File: config.mk
export PLATFORM = sky130hd
export DESIGN_NAME = scan_ctrl
export DESIGN_NICKNAME = d
export VERILOG_FILES = /design/src/rtl/scan_ctrl_pkg.sv /design/src/rtl/scan_axis.sv /design/src/rtl/scan_ctrl.sv
export SDC_FILE = /design/constraint.sdc
export NUM_CORES = 1
export LEC_CHECK = 0
export ABC_AREA = 0
export ABC_CLOCK_PERIOD_IN_PS = 3600
export BUFFER_PORTS_ARGS = -buffer_cell sky130_fd_sc_hd__buf_4
export CORE_AREA = 2 2 57 80
export CTS_CLUSTER_DIAMETER = 120
export CTS_CLUSTER_SIZE = 24
export DETAILED_ROUTE_END_ITERATION = 7
export DIE_AREA = 0 0 59 82
export MAX_ROUTING_LAYER = met4
export PLACE_DENSITY = 0.83
export SYNTH_ARGS = -nofsm -noshare
export SYNTH_HDL_FRONTEND = slang
export SYNTH_SLANG_ARGS = --single-unit
File: constraint.sdc
create_clock -name clk -period 3.6 [get_ports clk]
set_clock_uncertainty 0.1 [all_clocks]
set_input_delay 0 -clock clk [delete_from_list [all_inputs] [get_ports clk]]
set_output_delay 0 -clock clk [all_outputs]
set_load 0.01 [all_outputs]
File: src/rtl/scan_ctrl_pkg.sv
// Shared types for the 2-D scan sequencer.
// Optional build macro SCAN_CTRL_CONT_EN (continuous sweep) is consumed in scan_ctrl.sv.
package scan_ctrl_pkg;

    typedef enum logic [1:0] {
        IDLE = 2'd0,
        RUN  = 2'd1,
        DONE = 2'd2
    } scan_state_t;

endpackage

File: src/rtl/scan_axis.sv
// Single wrap counter for one scan axis: counts 0..MAX and wraps to 0.
// wrap is combinational so the next axis can chain its increment off it.
module scan_axis #(
    parameter int MAX   = 3,
    parameter int WIDTH = $clog2(MAX + 1)
) (
    input  logic             clk,
    input  logic             reset,
    input  logic             clr,
    input  logic             inc,
    output logic [WIDTH-1:0] val,
    output logic             wrap
);

    localparam logic [WIDTH-1:0] MAX_V = WIDTH'(MAX);
    localparam logic [WIDTH-1:0] ONE_V = WIDTH'(1);

    logic [WIDTH-1:0] val_reg;
    logic [WIDTH-1:0] val_next;

    assign wrap = (val_reg == MAX_V);
    assign val  = val_reg;

    // clr wins over inc so an abort can never leak a stale increment
    always_comb begin
        val_next = val_reg;
        if (clr) begin
            val_next = '0;
        end else if (inc) begin
            val_next = wrap ? '0 : val_reg + ONE_V;
        end
    end

    always_ff @(posedge clk) begin
        if (!reset) begin
            val_reg <= '0;
        end else begin
            val_reg <= val_next;
        end
    end

endmodule

File: src/rtl/scan_ctrl.sv
// 2-D (x,y) sweep sequencer emitting one beat per valid/ready transfer.
// Define SCAN_CTRL_CONT_EN to add the cont input for back-to-back sweeps without a bubble.
module scan_ctrl #(
    parameter int X_MAX      = 639,
    parameter int Y_MAX      = 479,
    parameter int X_WIDTH    = $clog2(X_MAX + 1),
    parameter int Y_WIDTH    = $clog2(Y_MAX + 1),
    parameter int ADDR_WIDTH = $clog2((X_MAX + 1) * (Y_MAX + 1))
) (
    input  logic                  clk,
    input  logic                  reset,
    input  logic                  start,
    input  logic                  abort,
    input  logic                  ready,
`ifdef SCAN_CTRL_CONT_EN
    input  logic                  cont,
`endif
    output logic                  valid,
    output logic [X_WIDTH-1:0]    x,
    output logic [Y_WIDTH-1:0]    y,
    output logic [ADDR_WIDTH-1:0] addr,
    output logic                  last_x,
    output logic                  last_y,
    output logic                  busy,
    output logic                  done
);

    import scan_ctrl_pkg::*;

    localparam logic [ADDR_WIDTH-1:0] ADDR_ONE = ADDR_WIDTH'(1);

    scan_state_t           state_reg;
    scan_state_t           state_next;
    logic [ADDR_WIDTH-1:0] addr_reg;
    logic [ADDR_WIDTH-1:0] addr_next;
    logic                  done_reg;
    logic                  done_next;
    logic                  cont_en;
    logic                  xfer;
    logic                  step;
    logic                  final_beat;
    logic                  clr;
    logic                  x_wrap;
    logic                  y_wrap;

`ifdef SCAN_CTRL_CONT_EN
    assign cont_en = cont;
`else
    assign cont_en = 1'b0;
`endif

    assign xfer       = valid && ready;
    assign step       = xfer && !abort;
    assign final_beat = x_wrap && y_wrap;
    assign clr        = (state_reg != RUN) || abort;

    scan_axis #(.MAX(X_MAX), .WIDTH(X_WIDTH)) u_axis_x (
        .clk   (clk),
        .reset (reset),
        .clr   (clr),
        .inc   (step),
        .val   (x),
        .wrap  (x_wrap)
    );

    scan_axis #(.MAX(Y_MAX), .WIDTH(Y_WIDTH)) u_axis_y (
        .clk   (clk),
        .reset (reset),
        .clr   (clr),
        .inc   (step && x_wrap),
        .val   (y),
        .wrap  (y_wrap)
    );

    // addr tracks y*(X_MAX+1)+x by counting; the final beat returns it to 0 explicitly
    always_comb begin
        addr_next = addr_reg;
        if (clr) begin
            addr_next = '0;
        end else if (step) begin
            addr_next = final_beat ? '0 : addr_reg + ADDR_ONE;
        end
    end

    // done is registered so it lands in DONE, or on the first beat of a continued sweep
    assign done_next = (state_reg == RUN) && step && final_beat;

    always_ff @(posedge clk) begin
        if (!reset) begin
            state_reg <= IDLE;
            addr_reg  <= '0;
            done_reg  <= 1'b0;
        end else begin
            state_reg <= state_next;
            addr_reg  <= addr_next;
            done_reg  <= done_next;
        end
    end

    always_comb begin
        state_next = state_reg;
        case (state_reg)
            IDLE: if (start) state_next = RUN;
            RUN: begin
                if (abort) begin
                    state_next = IDLE;
                end else if (step && final_beat) begin
                    state_next = cont_en ? RUN : DONE;
                end
            end
            DONE:    state_next = IDLE;
            default: state_next = IDLE;
        endcase
    end

    always_comb begin
        valid  = (state_reg == RUN);
        busy   = (state_reg == RUN) || (state_reg == DONE);
        last_x = valid && x_wrap;
        last_y = valid && x_wrap && y_wrap;
        done   = done_reg;
        addr   = addr_reg;
    end

endmodule
==> qor.yml, run 1 <==
cts_buffers: 5
crit_family: "compound AO/OA/AOI/OAI gates"
worst_path_max_delay_cell: "a21o_1"
grt_pass1_wl_um: 7940
hold_viol_final: 0
dr.pass1.iters: 4
synth_cell_types: 40
crit_arrival_ns: 3.25
cts_buffer_depth: 2
grt_pass1_vias: 1726
cp.required_ns: 3.69
yosys-top-cells-count: "dfxtp_1 (41), nor2_1 (27), nand2_1 (19)"
synth_fp_nets: 242
synth_area_um2: 1990
core_area_um2: 4130
critPathBufInv: 1
via_per_inst: 5.78
synth_top_area_share_pct: 41.2
synth_edf_count: 0
start_util_pct: 48.2
fmax_ghz: 0.317
worstSetupPathType: "reg2reg"
grt_usage_pct: 22.2
clkPwrFrac_pct: 46.6
routedWlPerCell_um: 14.9
period_minus_slack_ns: 3.16
vias: 1912
num_rows: 28
yosys.area.top_type: "dfxtp_1"
status: "completed"
totalWireLength_um: 4920
p_int_mw: 0.750
drive_above_1_share_pct: 21.0
die_h_um: 82
diodes: 0
insertion_delay_ns: 0.30
clk_pin_slew_ns: 0.08
syn_avg_cell_area_um2: 8.59
leakage_nw: 0.902
place.port_buffers: 47
hold_class: "in2reg"
area_growth_pct: 27.8
num-fill-cells: 352
worst-slew-pin-transition_ns: 0.858
async_flop_share_pct: 0
slew_headroom_pct: 42.8
crit_chain: "ha_1, nand3b_1, nor4_2, a21o_1, a211oi_1, dlygate4sd3_1"
endpoint_kind: "flip-flop"
nets: 295
dieArea_um2: 4840
grt_max_degree: 28
place_hpwl_um: 3600
syn_inst: 232
cts_resized: 0
cts_tree: "yes"
seq_area_frac_synth_pct: 41.2
die-width_um: 59
cp_max_fo: 27
gr-total-overflow: 0
io_pins: 48
setup_viol: 0
swShare_pct: 20.3
irDropWorstVdd_mv: 0.306
critPathMaxStageDelay_ns: 0.77
dp_cells: 319
maxSlewViolCount: 0
cts_sinks: 41
yosys_warnings: 0
max_cap_viol_count: 0
htree_levels: 2
yosysMostFrequentCell: "dfxtp_1"
gp_congestion: 0.930
antenna_found_initial: 0
rsz0062_at_grt: "no"
seqPwrFrac_pct: 48.6
timing.final.crit_share_pct: 87.7
yosys-top-cells-area: "dfxtp_1 (41%), xnor2_1 (5.3%), nor2_1 (5.1%)"
p_sw_mw: 0.191
post-route-drc-count: 0
largest_reg_flops: 19
cts-root-buf: "clkbuf_8"
stdcell_count: 331
drt_iter0_markers: 95
power_density_nw_per_um2: 369
start_kind: "flip-flop"
ant_nets: 0
synth_flop_cell: "dfxtp_1"
ys_ff_latch: 41
tns_ns: 0
combPwrFrac_pct: 4.8
==> stage by stage <==
stage               setup WS, ns  util (%)  cell area, um^2  total power [mW]  hold WS, ns
floorplan                   1.59         -             1990             0.494       0.0394
global placement            1.08      57.4             2370             0.508        0.153
detailed placement          1.02      57.4             2370             0.509        0.156
CTS                        0.473      61.6             2550             0.946       0.0544
global route               0.209      61.6             2550             0.964       0.0918
finish                     0.443      61.6             2550             0.941       0.0585
==> worst min-delay path, stage by stage <==
cell and delay [ns]:
buf_4 0.10, nand3b_1 0.22, nor3_1 0.09
==> layout by cell type (no fill, tap or decap), types with 5 or more instances in the layout <==
master and instances:
clkbuf_8 5, ha_1 5, dfxtp_1 41, o31ai_1 6, nand3_1 10, a21oi_1 16
nand2_1 19, o21ai_0 8, and3_1 5, inv_1 7, or4_1 8, buf_4 48
xnor2_1 12, nand4_1 14, or3_1 6, xor2_1 8, nor2_1 27
==> routing by layer <==
metal	GRT usage (%)	up-vias	part of all wire [%]
met1	24.2	892	41
met3	5.20	9	4.4
met2	37.8	54	52
met5	-	-	0
li1	-	957	-
met4	10.2	0	2.1
==> power groups by stage <==
stage	registers [mW]	logic [mW]	clock network [mW]
6_report	0.457	0.0451	0.438
5_1_grt	0.458	0.0494	0.456
4_1_cts	0.457	0.0450	0.443
3_5_place_dp	0.468	0.0406	0
3_3_place_gp	0.468	0.0398	0
2_1_floorplan	0.468	0.0264	0
==> layout make-up <==
cell class	instances	area, um^2	share of cell area, %
clock inverter	3	65.1	2.55
multi-input combinational	178	1110	43.6
timing repair buffer	52	400	15.7
sequential	41	821	32.2
clock buffer	5	68.8	2.70
tap	45	56.3	2.21
inverter	7	26.3	1.03
==> what timing repair did <==
item                      CTS  global route
setup buffers               0             0
hold buffers                4             0
hold endpoints to repair    5             0
==> cells by family (layout without fill, tap and decap cells) <==
kind of cell    Yosys count  count (layout)  share of synthesized area [%]
simple gates            117             117                           33.0
xor+xnor                 20              20                           8.79
mux                       1               1                          0.502
compound gates           35              35                           10.3
flops                    41              41                           41.2
fa+ha+maj                 5               5                           3.14
buf+inv                  13              67                           3.14
==> worst paths after layout <==
check                                  start      endpoint  slack (ns)  cells past startpoint
worst max register to register  state_reg[0]  state_reg[0]        0.44                      6
worst min register to register      addr[18]      addr[18]        0.38                      2
worst min-delay path                   abort          done        0.06                      3
worst max-delay path            state_reg[0]  state_reg[0]        0.44                      6
No activity file was read; power rests on OpenSTA's default activity.
==> run 2: changes to the inputs <==
--- a/config.mk
+++ b/config.mk
@@ -8,13 +8,15 @@
 export ABC_AREA = 0
 export ABC_CLOCK_PERIOD_IN_PS = 3600
 export BUFFER_PORTS_ARGS = -buffer_cell sky130_fd_sc_hd__buf_4
-export CORE_AREA = 2 2 57 80
+export CELL_PAD_IN_SITES_DETAIL_PLACEMENT = 0
+export CELL_PAD_IN_SITES_GLOBAL_PLACEMENT = 2
+export CORE_AREA = 2 2 69 97
 export CTS_CLUSTER_DIAMETER = 120
 export CTS_CLUSTER_SIZE = 24
 export DETAILED_ROUTE_END_ITERATION = 7
-export DIE_AREA = 0 0 59 82
+export DIE_AREA = 0 0 71 99
 export MAX_ROUTING_LAYER = met4
-export PLACE_DENSITY = 0.83
+export PLACE_DENSITY = 0.92
 export SYNTH_ARGS = -nofsm -noshare
 export SYNTH_HDL_FRONTEND = slang
 export SYNTH_SLANG_ARGS = --single-unit
==> qor.yml, run 2 (synthesis results as in run 1) <==
diodes: 0
rr_startpoint: "u_axis_y.val[0]"
cp.required_ns: 3.73
cp_max_fo: 5
drt_iter0_markers: 71
ant_nets: 0
maxSlewViolCount: 0
insertion_delay_ns: 0.29
die_h_um: 99
critPathMaxStageDelay_ns: 0.86
layout_commonest_cell: "buf_4"
stdcell_count: 356
power_density_nw_per_um2: 309
r2r_slack_ns: 0.78
period_minus_slack_ns: 2.82
gr-total-overflow: 0
endpoint_kind: "flip-flop"
grt_pass1_wl_um: 8200
start_kind: "flip-flop"
grt_pass1_vias: 1747
dr.pass1.iters: 4
r2r_cells: 6
crit_chain: "ha_1, nand4_1, nor4b_1, a311oi_1, a211oi_1, dlygate4sd3_1"
gp_congestion: 0.829
grtUsageMet1_pct: 16.5
die-width_um: 71
cts_buffers: 5
hold_viol_final: 0
num_rows: 34
setup_viol: 0
postCtsSetupBuffers: 0
place_hpwl_um: 3740
met2_usage_pct: 25.8
worstHoldStart: "abort"
drive_above_1_share_pct: 20.4
slew_headroom_pct: 31.6
htree_levels: 2
hold_end: "done"
largest_reg_flops: 19
place.port_buffers: 47
routedWlPerCell_um: 14.0
design_area_um2: 2520
antenna_found_initial: 0
vias: 1883
nets: 295
worst_path_max_delay_cell: "nor4b_1"
hold_class: "in2reg"
dieArea_um2: 7030
start_util_pct: 32.3
rsz0062_at_grt: "no"
holdPathStages: 3
final_cell_mix: "buf_4 (48), dfxtp_1 (41), nor2_1 (27), nand2_1 (19), a21oi_1 (16)"
grt.busiest_layer: "met2"
use_met3_pct: 3.99
tns_ns: 0
critPathBufInv: 1
io_pins: 48
via_per_inst: 5.29
r2r_end: "state_reg[0]"
placed_area_um2: 2410
max_cap_viol_count: 0
grt_max_degree: 26
timing.final.crit_share_pct: 78.3
cts-root-buf: "clkbuf_8"
totalWireLength_um: 4980
worst-slew-pin-transition_ns: 1.01
hold_buffers: 4
crit_family: "simple AND/OR/NAND/NOR gates"
crit_arrival_ns: 2.95
cts_resized: 0
core_area_um2: 6170
clk_pin_slew_ns: 0.08
leakage_nw: 0.873
cts_buffer_depth: 2
area_growth_pct: 26.5
irDropWorstVdd_mv: 0.127
status: "completed"
dp_cells: 346
hold_slack_ns: 0.0820
worstSetupPathType: "reg2reg"
fmax_ghz: 0.355
post-route-drc-count: 0
grt_usage_pct: 14.9
cts_sinks: 41
cts_tree: "yes"
[run 2: per-stage QoR]
stage / worst slack [ns] / power (mW) / util [%]
finish: 0.780 / 0.779 / 40.9
global route: 0.571 / 0.818 / 40.9
CTS: 0.767 / 0.792 / 40.9
detailed placement: 1.11 / 0.510 / 39.0
global placement: 1.21 / 0.510 / 39.0
floorplan: 1.59 / 0.494 / -
[run 2: tightest hold or removal path, stage by stage]
cell and delay (ns):
buf_4 0.11, nand3b_1 0.22, nor3_1 0.10
[run 2: cell type report]
cell class | instances | area, um^2
Sequential cell | 41 | 821
Clock inverter | 1 | 5.00
Clock buffer | 5 | 68.8
Tap cell | 72 | 90.1
Fill cell | 645 | 3650
Inverter | 7 | 26.3
Timing Repair Buffer | 52 | 400
Multi-Input combinational cell | 178 | 1110
[run 2: power by group]
| group | leakage (nW) | internal (mW) | switching [mW] |
|---|---|---|---|
| registers | 0.330 | 0.455 | 0.00240 |
| logic | 0.503 | 0.0200 | 0.0261 |
| clock network | 0.0399 | 0.128 | 0.147 |
| total | 0.873 | 0.603 | 0.176 |
[run 2: how the worst max path moves through the flow]
stage | start | slack (ns) | depth (start not counted) | end
6_report | u_axis_y.val[0] | 0.78 | 6 | state_reg[0]
5_1_grt | u_axis_y.val[0] | 0.57 | 6 | state_reg[0]
4_1_cts | u_axis_y.val[0] | 0.77 | 6 | state_reg[0]
3_5_place_dp | u_axis_y.val[0] | 1.11 | 6 | addr[7]
3_3_place_gp | u_axis_y.val[0] | 1.21 | 6 | addr[0]
2_1_floorplan | state_reg[0] | 1.59 | 6 | addr[18]
[run 2: metal layers]
| layer | wire (um) | vias up | share of wire, % |
|---|---|---|---|
| li1 | - | 947 | - |
| met1 | 2110 | 880 | 42 |
| met2 | 2530 | 49 | 51 |
| met3 | 253 | 7 | 5.1 |
| met4 | 75 | 0 | 1.5 |
| met5 | 0 | - | 0 |
==> run 3: changes to the inputs <==
--- a/config.mk
+++ b/config.mk
@@ -6,17 +6,17 @@
 export NUM_CORES = 1
 export LEC_CHECK = 0
 export ABC_AREA = 0
-export ABC_CLOCK_PERIOD_IN_PS = 3600
+export ABC_CLOCK_PERIOD_IN_PS = 2350
 export BUFFER_PORTS_ARGS = -buffer_cell sky130_fd_sc_hd__buf_4
 export CELL_PAD_IN_SITES_DETAIL_PLACEMENT = 0
 export CELL_PAD_IN_SITES_GLOBAL_PLACEMENT = 2
-export CORE_AREA = 2 2 69 97
+export CORE_AREA = 2 2 75 105
 export CTS_CLUSTER_DIAMETER = 120
 export CTS_CLUSTER_SIZE = 24
 export DETAILED_ROUTE_END_ITERATION = 7
-export DIE_AREA = 0 0 71 99
+export DIE_AREA = 0 0 77 107
 export MAX_ROUTING_LAYER = met4
-export PLACE_DENSITY = 0.92
+export PLACE_DENSITY = 0.84
 export SYNTH_ARGS = -nofsm -noshare
 export SYNTH_HDL_FRONTEND = slang
 export SYNTH_SLANG_ARGS = --single-unit
==> constraint.sdc (replaced) <==
create_clock -name clk -period 2.35 [get_ports clk]
set_clock_uncertainty 0.1 [all_clocks]
set_input_delay 0 -clock clk [delete_from_list [all_inputs] [get_ports clk]]
set_output_delay 0 -clock clk [all_outputs]
set_load 0.01 [all_outputs]
==> qor.yml, run 3 (synthesis results as in run 1) <==
status: "completed"
power_mw: 1.38
cts-root-buf: "clkbuf_8"
worst-slew-pin-transition_ns: 0.523
critPathMaxStageDelay_ns: 0.58
swShare_pct: 21.6
largest_reg_flops: 19
tns_ns: 0
start_kind: "flip-flop"
hold_viol_final: 0
diodes: 0
post-route-drc-count: 0
via_per_inst: 4.92
antenna_found_initial: 0
max_cap_viol_count: 0
worstSetupPathType: "reg2reg"
gp_congestion: 0.782
place_hpwl_um: 3990
slew_headroom_pct: 64.7
die_h_um: 107
vias: 1918
gr-total-overflow: 0
final_cell_mix: "buf_4 (55), dfxtp_1 (41), nor2_1 (27), nand2_1 (19), a21oi_1 (16)"
combPwrFrac_pct: 5.6
cts_buffer_depth: 2
area_growth_pct: 33.3
power_density_nw_per_um2: 518
core_area_um2: 7310
p_sw_mw: 0.297
crit_chain: "ha_1, and3b_1, nand3_1, or4_1, a21oi_1"
hold_class: "in2reg"
timing.final.crit_share_pct: 89.3
irDropWorstVdd_mv: 0.264
worst_path_max_delay_cell: "or4_1"
seqPwrFrac_pct: 50.9
cts_sinks: 41
clk_pin_slew_ns: 0.09
cts_buffers: 5
maxSlewViolCount: 0
period_minus_slack_ns: 2.10
place.port_buffers: 47
drive_above_1_share_pct: 22.9
layout_commonest_cell: "buf_4"
start_util_pct: 27.2
cts_tree: "yes"
grt_pass1_vias: 1822
die-width_um: 77
htree_levels: 2
grt_max_degree: 27
p_int_mw: 1.08
drt_iter0_markers: 49
setup_viol: 0
cp.required_ns: 2.48
dr.pass1.iters: 4
placed_area_um2: 2510
io_pins: 48
design_area_um2: 2660
grt_pass1_wl_um: 8690
cp_max_fo: 10
dieArea_um2: 8240
nets: 302
fmax_ghz: 0.477
rsz0062_at_grt: "no"
crit_arrival_ns: 2.23
grt_usage_pct: 13.7
cts_resized: 0
ant_nets: 0
num_rows: 37
final_util_pct: 36.3
clkPwrFrac_pct: 43.5
endpoint_kind: "flip-flop"
leakage_nw: 0.932
totalWireLength_um: 5290
routedWlPerCell_um: 13.6
insertion_delay_ns: 0.30
-- run 3: cell count changes in the layout (fill, tap and decap cells not counted), sizes merged --
cell	before	now
bufinv	0	1
clkinv	1	0
dlygate4sd3	4	3
buf	48	56
clkbuf	5	7
-- run 3: power by group through the flow --
stage	Sequential (mW)	Combinational [mW]	Clock (mW)
after CTS	0.701	0.0787	0.621
after global routing	0.701	0.0868	0.642
after detailed placement	0.717	0.0742	0
after floorplan	0.717	0.0404	0
final	0.701	0.0766	0.599
after global placement	0.717	0.0746	0
-- run 3: what timing repair did --
| action | 4_1_cts | 5_1_grt |
|---|---|---|
| setup buffers | 0 | 0 |
| hold buffers | 3 | 0 |
| endpoints found under the hold margin | 5 | 0 |
-- run 3: per-layer routing --
metal	routed length (um)	track usage (%)
met5	0	-
met4	96	5.23
met3	312	3.11
met2	2650	24.3
met1	2240	14.8
-- run 3: cell type report --
| type | count | area (um^2) |
|---|---|---|
| clock buffers | 7 | 86.3 |
| repair buffers | 59 | 463 |
| inverters | 7 | 26.3 |
| clock inverters | 1 | 30.0 |
| flip-flops and latches | 41 | 821 |
| fillers | 817 | 4660 |
| well taps | 97 | 121 |
| multi-input cells | 178 | 1110 |
-- run 3: worst paths after layout --
check                                   from              end  slack, ns  cells past startpoint
worst max register to register  state_reg[0]         addr[13]       0.25                      5
worst max-delay path            state_reg[0]         addr[13]       0.25                      5
worst min register to register      addr[18]         addr[18]       0.40                      2
worst min-delay path                   abort  u_axis_x.val[7]       0.07                      4
-- run 3: stage by stage --
step	std cells	setup WS, ns	hold slack, ns
3_5_place_dp	379	0.269	0.171
5_1_grt	390	0.103	0.0962
6_report	390	0.251	0.0681
3_3_place_gp	379	0.310	0.169
4_1_cts	390	0.240	0.0582
2_1_floorplan	232	0.338	0.0394
-- run 3: worst max-delay path: cells and delay by family (launching register included) --
kind / cells / cell delay, ns
AOI/OAI and AO/OA: 1 / 0.14
DFF: 1 / 0.39
and+or+nand+nor: 3 / 1.10
adders and majority gates: 1 / 0.30
